**config.mk**
```make
export PLATFORM = sky130hd
export DESIGN_NAME = misr_response_compactor
export DESIGN_NICKNAME = d
export VERILOG_FILES = /design/src/rtl/misr_pkg.sv /design/src/rtl/misr_fold.sv /design/src/rtl/misr_response_compactor.sv
export SDC_FILE = /design/constraint.sdc
export NUM_CORES = 1
export LEC_CHECK = 0
export CAP_MARGIN = 20
export CORE_UTILIZATION = 28
export CTS_CLUSTER_DIAMETER = 80
export DETAILED_ROUTE_END_ITERATION = 6
export PLACE_DENSITY = 0.68
export SLEW_MARGIN = 20
export SYNTH_ARGS = -nofsm -noshare
export SYNTH_HDL_FRONTEND = slang
export SYNTH_SLANG_ARGS = --single-unit
```
**constraint.sdc**
```tcl
create_clock -name clk -period 3.6 [get_ports clk]
set_input_delay 0.9 -clock clk [delete_from_list [all_inputs] [get_ports clk]]
set_output_delay 0.9 -clock clk [all_outputs]
set_load 0.01 [all_outputs]
```
**src/rtl/misr_pkg.sv**
```systemverilog
// Shared types and constants for the c5315 BIST response compactor:
// FSM state encoding, default MISR polynomial/seed and the XOR fold function.
package misr_pkg;

  localparam int MISR_WIDTH = 123;
  localparam int MISR_SIG_W = 32;
  localparam int MISR_CNT_W = 16;

  localparam logic [MISR_SIG_W-1:0] DEF_POLY = 32'h04C11DB7;
  localparam logic [MISR_SIG_W-1:0] DEF_SEED = 32'h00000000;

  typedef enum logic [1:0] {
    IDLE    = 2'd0,
    COMPACT = 2'd1,
    DONE    = 2'd2
  } misr_state_e;

  // Bit j of the response lands on signature bit (j mod SIG_W).
  function automatic logic [MISR_SIG_W-1:0] fold_resp(input logic [MISR_WIDTH-1:0] data);
    logic [MISR_SIG_W-1:0] acc;
    acc = {MISR_SIG_W{1'b0}};
    for (int j = 0; j < MISR_WIDTH; j++) begin
      acc[j % MISR_SIG_W] = acc[j % MISR_SIG_W] ^ data[j];
    end
    return acc;
  endfunction

endpackage

```
**src/rtl/misr_fold.sv**
```systemverilog
// Combinational WIDTH->SIG_W XOR space compactor feeding the MISR.
module misr_fold
  import misr_pkg::*;
#(
  parameter int WIDTH = MISR_WIDTH,
  parameter int SIG_W = MISR_SIG_W
) (
  input  logic [WIDTH-1:0] data_i,
  output logic [SIG_W-1:0] fold_o
);

  generate
    if (WIDTH == MISR_WIDTH && SIG_W == MISR_SIG_W) begin : g_pkg_fold
      assign fold_o = fold_resp(data_i);
    end else begin : g_generic_fold
      // Same folding rule for non-default geometries.
      always_comb begin
        fold_o = {SIG_W{1'b0}};
        for (int j = 0; j < WIDTH; j++) begin
          fold_o[j % SIG_W] = fold_o[j % SIG_W] ^ data_i[j];
        end
      end
    end
  endgenerate

endmodule

```
**src/rtl/misr_response_compactor.sv**
```systemverilog
// MISR output-response analyzer: compacts one response per accepted beat and
// compares against a golden signature. Optional X-masking via MISR_XMASK_EN.
module misr_response_compactor
  import misr_pkg::*;
#(
  parameter int                 WIDTH = MISR_WIDTH,
  parameter int                 SIG_W = MISR_SIG_W,
  parameter logic [SIG_W-1:0]   POLY  = DEF_POLY,
  parameter logic [SIG_W-1:0]   SEED  = DEF_SEED,
  parameter int                 CNT_W = MISR_CNT_W
) (
  input  logic             clk,
  input  logic             rst_n,
  input  logic             start,
  input  logic [CNT_W-1:0] num_pat,
  input  logic             resp_valid,
  output logic             resp_ready,
  input  logic [WIDTH-1:0] resp_data,
`ifdef MISR_XMASK_EN
  input  logic [WIDTH-1:0] resp_xmask,
`endif
  input  logic [SIG_W-1:0] golden_sig,
  output logic             busy,
  output logic             done,
  output logic             pass,
  output logic [SIG_W-1:0] signature,
  output logic [CNT_W-1:0] pat_count
);

  misr_state_e      state_q;
  logic [SIG_W-1:0] sig_q;
  logic [SIG_W-1:0] sig_d;
  logic [CNT_W-1:0] cnt_q;
  logic [CNT_W-1:0] cnt_d;
  logic [CNT_W-1:0] target_q;
  logic [CNT_W-1:0] target_d;
  logic             busy_q;
  logic             done_q;
  logic             pass_q;
  logic [WIDTH-1:0] data_masked_s;
  logic [SIG_W-1:0] fold_s;
  logic             beat_s;
  logic             last_s;

`ifdef MISR_XMASK_EN
  assign data_masked_s = resp_data & ~resp_xmask;
`else
  assign data_masked_s = resp_data;
`endif

  misr_fold #(
    .WIDTH (WIDTH),
    .SIG_W (SIG_W)
  ) u_fold (
    .data_i (data_masked_s),
    .fold_o (fold_s)
  );

  assign resp_ready = (state_q == COMPACT);
  assign beat_s     = resp_valid && (state_q == COMPACT);

  // Next MISR value, saturating count, last-beat detect and clamped target.
  always_comb begin
    sig_d = {sig_q[SIG_W-2:0], 1'b0} ^ (sig_q[SIG_W-1] ? POLY : {SIG_W{1'b0}}) ^ fold_s;
    if (cnt_q == {CNT_W{1'b1}}) begin
      cnt_d = cnt_q;
    end else begin
      cnt_d = cnt_q + {{(CNT_W-1){1'b0}}, 1'b1};
    end
    last_s = beat_s &&
             (({1'b0, cnt_q} + {{CNT_W{1'b0}}, 1'b1}) == {1'b0, target_q});
    if (num_pat == {CNT_W{1'b0}}) begin
      target_d = {{(CNT_W-1){1'b0}}, 1'b1};
    end else begin
      target_d = num_pat;
    end
  end

  // Run-control FSM with MISR, counter and registered status.
  always_ff @(posedge clk or negedge rst_n) begin
    if (!rst_n) begin
      state_q  <= IDLE;
      sig_q    <= SEED;
      cnt_q    <= {CNT_W{1'b0}};
      target_q <= {CNT_W{1'b0}};
      busy_q   <= 1'b0;
      done_q   <= 1'b0;
      pass_q   <= 1'b0;
    end else begin
      case (state_q)
        IDLE, DONE: begin
          if (start) begin
            state_q  <= COMPACT;
            sig_q    <= SEED;
            cnt_q    <= {CNT_W{1'b0}};
            target_q <= target_d;
            busy_q   <= 1'b1;
            done_q   <= 1'b0;
            pass_q   <= 1'b0;
          end
        end
        COMPACT: begin
          if (beat_s) begin
            sig_q <= sig_d;
            cnt_q <= cnt_d;
            if (last_s) begin
              state_q <= DONE;
              busy_q  <= 1'b0;
              done_q  <= 1'b1;
              pass_q  <= (sig_d == golden_sig);
            end
          end
        end
        default: begin
          state_q <= IDLE;
          busy_q  <= 1'b0;
          done_q  <= 1'b0;
          pass_q  <= 1'b0;
        end
      endcase
    end
  end

  assign busy      = busy_q;
  assign done      = done_q;
  assign pass      = pass_q;
  assign signature = sig_q;
  assign pat_count = cnt_q;

endmodule

```
-- Word level (Yosys, flattened, before mapping)
Cells that the tools add are included.
- register bits: 69
- output and inout port bits: 52
- $add $sub $neg: 2
- eq/ne operators: 9
- multiplexer cells: 24
- bitwise gates (word level): 93
- reductions and logical operators: 10
- operator list (operator ; number):
    $xor A1 B1 Y1 ; 91
    $mux W16 ; 4
    $mux W32 ; 2
    $pmux W32 S2 ; 1
    $eq A32 B32 Y1 ; 1
    $pmux W16 S2 ; 1
    $xor A32 B27 Y32 ; 1
    $xor A32 B32 Y32 ; 1
    $mux W27 ; 1
    $add A16 B1 Y17 const B ; 1
    $eq A17 B16 Y1 ; 1
    $add A16 B1 Y16 const B ; 1
    $eq A16 B16 Y1 const B ; 1
    $logic_not A16 Y1 ; 1
    $mux W1 ; 8
    $mux W2 ; 3
    $pmux W1 S2 ; 3
    $reduce_and A3 Y1 ; 2
    $ne A2 B1 Y1 const B ; 2
    $ne A2 B2 Y1 const B ; 2
    $pmux W2 S2 ; 1
    $reduce_and A4 Y1 ; 1
    $eq A2 B1 Y1 const B ; 1
    $eq A2 B2 Y1 const B ; 1
    5 further kinds ; 6

-- Longest topological paths before layout
- word-level depth: 8
- mapped depth: 9
- mapped depth without buffers: 8

-- Modules after synthesis
Synthesis repeated with hierarchy kept, for this count alone.
- cells, all modules: 580
- area, all modules: 5086.1 um^2
- modules (own cells, without submodules) (module ; instances ; cells each ; area an instance (um^2) ; seq. area each (um^2)):
    misr_response_compactor ; 1 ; 489 ; 4289.1 ; 1701.6
    misr_fold ; 1 ; 91 ; 797.0 ; 0.0

-- Least setup slack after synthesis
No wires, ideal clock.
- path type: register -> register
- start: register cnt_q[0] (netlist: pat_count[0])
- end: register pass_q (netlist: pass)
- library setup time: 0.131 ns
- arrival: 2.316 ns
- required time: 3.469 ns
- path slack: 1.153 ns
- stages on the path, launching flop included: 10
- cell sequence: dfrtp_1 > ha_1 > nand3_2 > buf_6 > nor3_1 > xnor2_1 > nand3_1 > or4b_4 > a21oi_2 > o22ai_1
- word-level cells in the longest chain between the ends: 5
- RTL lines (element ; RTL line ; text):
    from (decl) ; misr_response_compactor.sv:33 ; logic [CNT_W-1:0] cnt_q;
    from (signal assigned) ; misr_response_compactor.sv:84 ; cnt_q <= {CNT_W{1'b0}};
    from (signal assigned) ; misr_response_compactor.sv:95 ; cnt_q <= {CNT_W{1'b0}};
    from (signal assigned) ; misr_response_compactor.sv:105 ; cnt_q <= cnt_d;
    $add A16 B1 Y17 ; misr_response_compactor.sv:71 ; (({1'b0, cnt_q} + {{CNT_W{1'b0}}, 1'b1}) == {1'b0, target_q});
    $eq A17 B16 Y1 ; misr_response_compactor.sv:71 ;
    $logic_and A1 B1 Y1 ; misr_response_compactor.sv:70 ; last_s = beat_s &&
    $ne A2 B1 Y1 (no source line) ; -- ;
    $reduce_and A3 Y1 (no source line) ; -- ;
    to (signal assigned) ; misr_response_compactor.sv:110 ; pass_q <= (sig_d == golden_sig);
    to (decl) ; misr_response_compactor.sv:39 ; logic pass_q;
Every way passes these cells.
A chain may end at the register's enable or synchronous reset.

-- Worst setup path in the final report
- start: register cnt_q[0] (netlist: pat_count[0])
- end: register cnt_q[15] (netlist: pat_count[15])
- word-level cells in the longest chain between the ends: 4
- elaborated cells between the ends (all ways): 7
- RTL lines (element ; RTL line ; text):
    $add A16 B1 Y16 ; misr_response_compactor.sv:68 ; cnt_d = cnt_q + {{(CNT_W-1){1'b0}}, 1'b1};
    $mux W16 ; misr_response_compactor.sv:65 ; if (cnt_q == {CNT_W{1'b1}}) begin
    $mux W16 ; misr_response_compactor.sv:103 ; if (beat_s) begin
    $pmux W16 S2 ; misr_response_compactor.sv:90 ; case (state_q)
Parallel ways exist; a longest one is shown, timed or not. The select of a mux whose other input is x is not followed.

==> results.md <==
- Status: complete, no violations
- Die footprint: 0.0196 mm²
- Post-Syn Instances: 538
- Capture point of the worst reg-to-reg path: pat_count[15]
- Die height: 140 µm
- Required @ worst endpoint: 3830 ps
- Largest net degree at the start of global routing: 70
- Placement Setup Slack: 489 ps
- Area growth syn-to-layout: 51.2%
- Flop2flop setup slack: 610 ps
- Synth area leaders: dfrtp_1, xnor2_1, xnor3_1, o21ai_0, xor2_1
- Most common cell after layout, fill and taps aside: clkdlybuf4s50_1
- Most frequent cells in the layout: clkdlybuf4s50_1, xnor2_1, dfrtp_1
- Worst hold start: target_q[6]
- Worst R2R Path Depth: 8
- CP delay by family, top: simple AND/OR/NAND/NOR gates
- CTS buffer count: 9
- Critical path type: flip-flop to flip-flop
- FFs w/ async S/R, synth: 1.00
- Overflow after GRT: 0
- Ant diodes: 0
- Multi-input gate area: 0.00346 mm²
- Routed Antenna Nets: 0
- FF+latch area: 0.00170 mm²
- Longest Clk Path Bufs: 2
- End of the critical path: pat_count[15]
- CTS Sinks: 68
- P_leak: 3.10 nW
- Crit share post-route: 0.830
- Crit path launch: pat_count[0]
- Startpoint type of the worst setup path: flip-flop
- Crit path buf inv count: 0
- Slowest CP cell: nor4_2
- Drt drc: 0
- CP peak stage delay: 510 ps
- RSZ-0062 raised after global routing: false
- Worst Slack Setup Final: 613 ps
- Clock-pin slew on the worst setup and hold paths: 60 ps
- Final setup viols: 0
- Number of global-route vias before repair: 4699
- Flops & latches, synth: 68
- Max Slew Vio Count: 0
- Power per cell area: 641 mW/mm²
- Avg Inst Size Synth: 9.92 µm²
- Max Freq: 335 MHz
- Post-CTS setup buffer count: 0
- CTS tree: done
- WL/cell: 17.6 µm
- # port buffers: 226
- Routability cong.: 0.853
- Core area: 0.0187 mm²
- Arrival time at the worst endpoint: 3210 ps
- Drt total wl: 17500 µm
- Yosys warns: 0
- Sequential area share after synthesis: 0.319
- Layout Skew: 6.05 ps
- Max-cap violations: 0
- H-tree levels: 3
- Worst IR drop on VDD: 266 µV
- Final #Nets: 931
- Main synth FF type: dfrtp_1
- RR Startpoint: pat_count[0]
- Synthesized netlist net count: 714
- Share of cells above drive strength 1: 0.0751
- CP Depth: 8
- Post-DP HPWL: 13800 µm
- Syn Std Cell Area: 0.00534 mm²
- Crit path cell chain: ha_1 -> nand3_2 -> nor4_2 -> and3_1 -> a21o_2 -> nor2_1 -> o21ai_0 -> a21bo_2
- CP max FO: 25
- Clock period minus worst slack: 2990 ps
- First drt pass iteration count: 6
- First-pass GRT wire length: 26800 µm
- Initial detailed-routing violation count: 299
- Cell Rows: 50
- Die width: 140 µm
- Yosys cell types: 65
- Critical Path Sink Type: flip-flop
- Synth area leader: dfrtp_1
- Fin Setup TNS: 0 ps
- Tightest Pin Transition: 917 ps
- Root buffer cell: clkbuf_16
- CTS Hold Buffers Added: 0
- Max_slew headroom: 0.389
- Clk_lat worst skew: 340 ps
- Fillers: 1788
- Antenna violations before repair: 0
- Hold Crit Class: flip-flop to flip-flop
- Final hold violation count: 0
- GRT Total Usage: 0.180
- Initial cell density of the core: 0.285
- I/O pins: 227
- Post-CTS Resized: 0
- Vias: 4893
- Post-synth top area share: 0.319
- Via density: 4.93
- Post-synth EDFFs: 0
## registers in the layout, indices dropped and copies added (netlist names)
register / cells
done: 1
signature: 32
busy: 1
pass: 1
state_q: 1
pat_count: 16
target_q: 16
## cells by family (layout without fill, tap and decap cells)
kind of cell    Yosys count  count (layout)  share of synthesized area
compound gates           99              99                      0.118
xor+xnor                176             176                      0.342
fa+ha+maj                 1               1                    0.00234
buf+inv                  32             253                     0.0347
flops                    68              68                      0.319
mux                      16              16                     0.0335
simple gates            146             146                      0.150
## where the power goes
part,leakage (nW),switching [mW],internal (mW),total (mW)
logic,2.11,1.32,1.63,2.94
clock network,0.144,0.341,0.547,0.888
registers,0.851,0.302,1.04,1.34
## cells in the mapped netlist, drive strengths merged, types with 3 or more instances
master and number:
nor2 25, xnor2 129, dfrtp 68, xnor3 15
nor4b 3, and3 6, o31ai 6, a32oi 3
a21oi 5, nor2b 4, mux2 15, xor2 30
and4 3, nand2b 5, inv 5, o21ai 55
nor4 13, o41ai 4, clkbuf 10, nand2 18
nor3 8, buf 17, o22ai 3, nand4 10
nand3 41
## area by class of cell
class / count / share of cell area
inverter: 5 / 0.00232
clock inverter: 5 / 0.00651
clock buffer: 10 / 0.0296
tap: 234 / 0.0363
timing repair buffer: 233 / 0.286
sequential: 68 / 0.211
multi-input combinational: 438 / 0.428
## worst min-delay path by stage
| stage | end | slack, ps | cells past startpoint |
|---|---|---|---|
| global route | busy | 530 | 1 |
| global placement | done | 500 | 2 |
| CTS | busy | 530 | 1 |
| finish | target_q[6] | 520 | 1 |
| detailed placement | done | 510 | 2 |
| floorplan | busy | 460 | 1 |
## stage by stage
step           total power, mW  cell area [µm²]  instances  hold WS (ps)   util
2_1_floorplan             3.20             5340        538           460      -
3_3_place_gp              4.27             7780        978           495  0.416
3_5_place_dp              4.31             7780        978           514  0.416
4_1_cts                   5.23             8070        993           525  0.432
5_1_grt                   5.50             8070        993           533  0.432
6_report                  5.17             8070        993           525  0.432
## routing by layer
layer | vias up | global-route usage | part of all wire
met2 | 181 | 0.279 | 0.46
met5 | - | 0 | 0
met1 | 2354 | 0.251 | 0.46
met4 | 0 | 0.0636 | 0.015
met3 | 18 | 0.0318 | 0.058
li1 | 2340 | - | -
(Power assumes the default switching activity.)
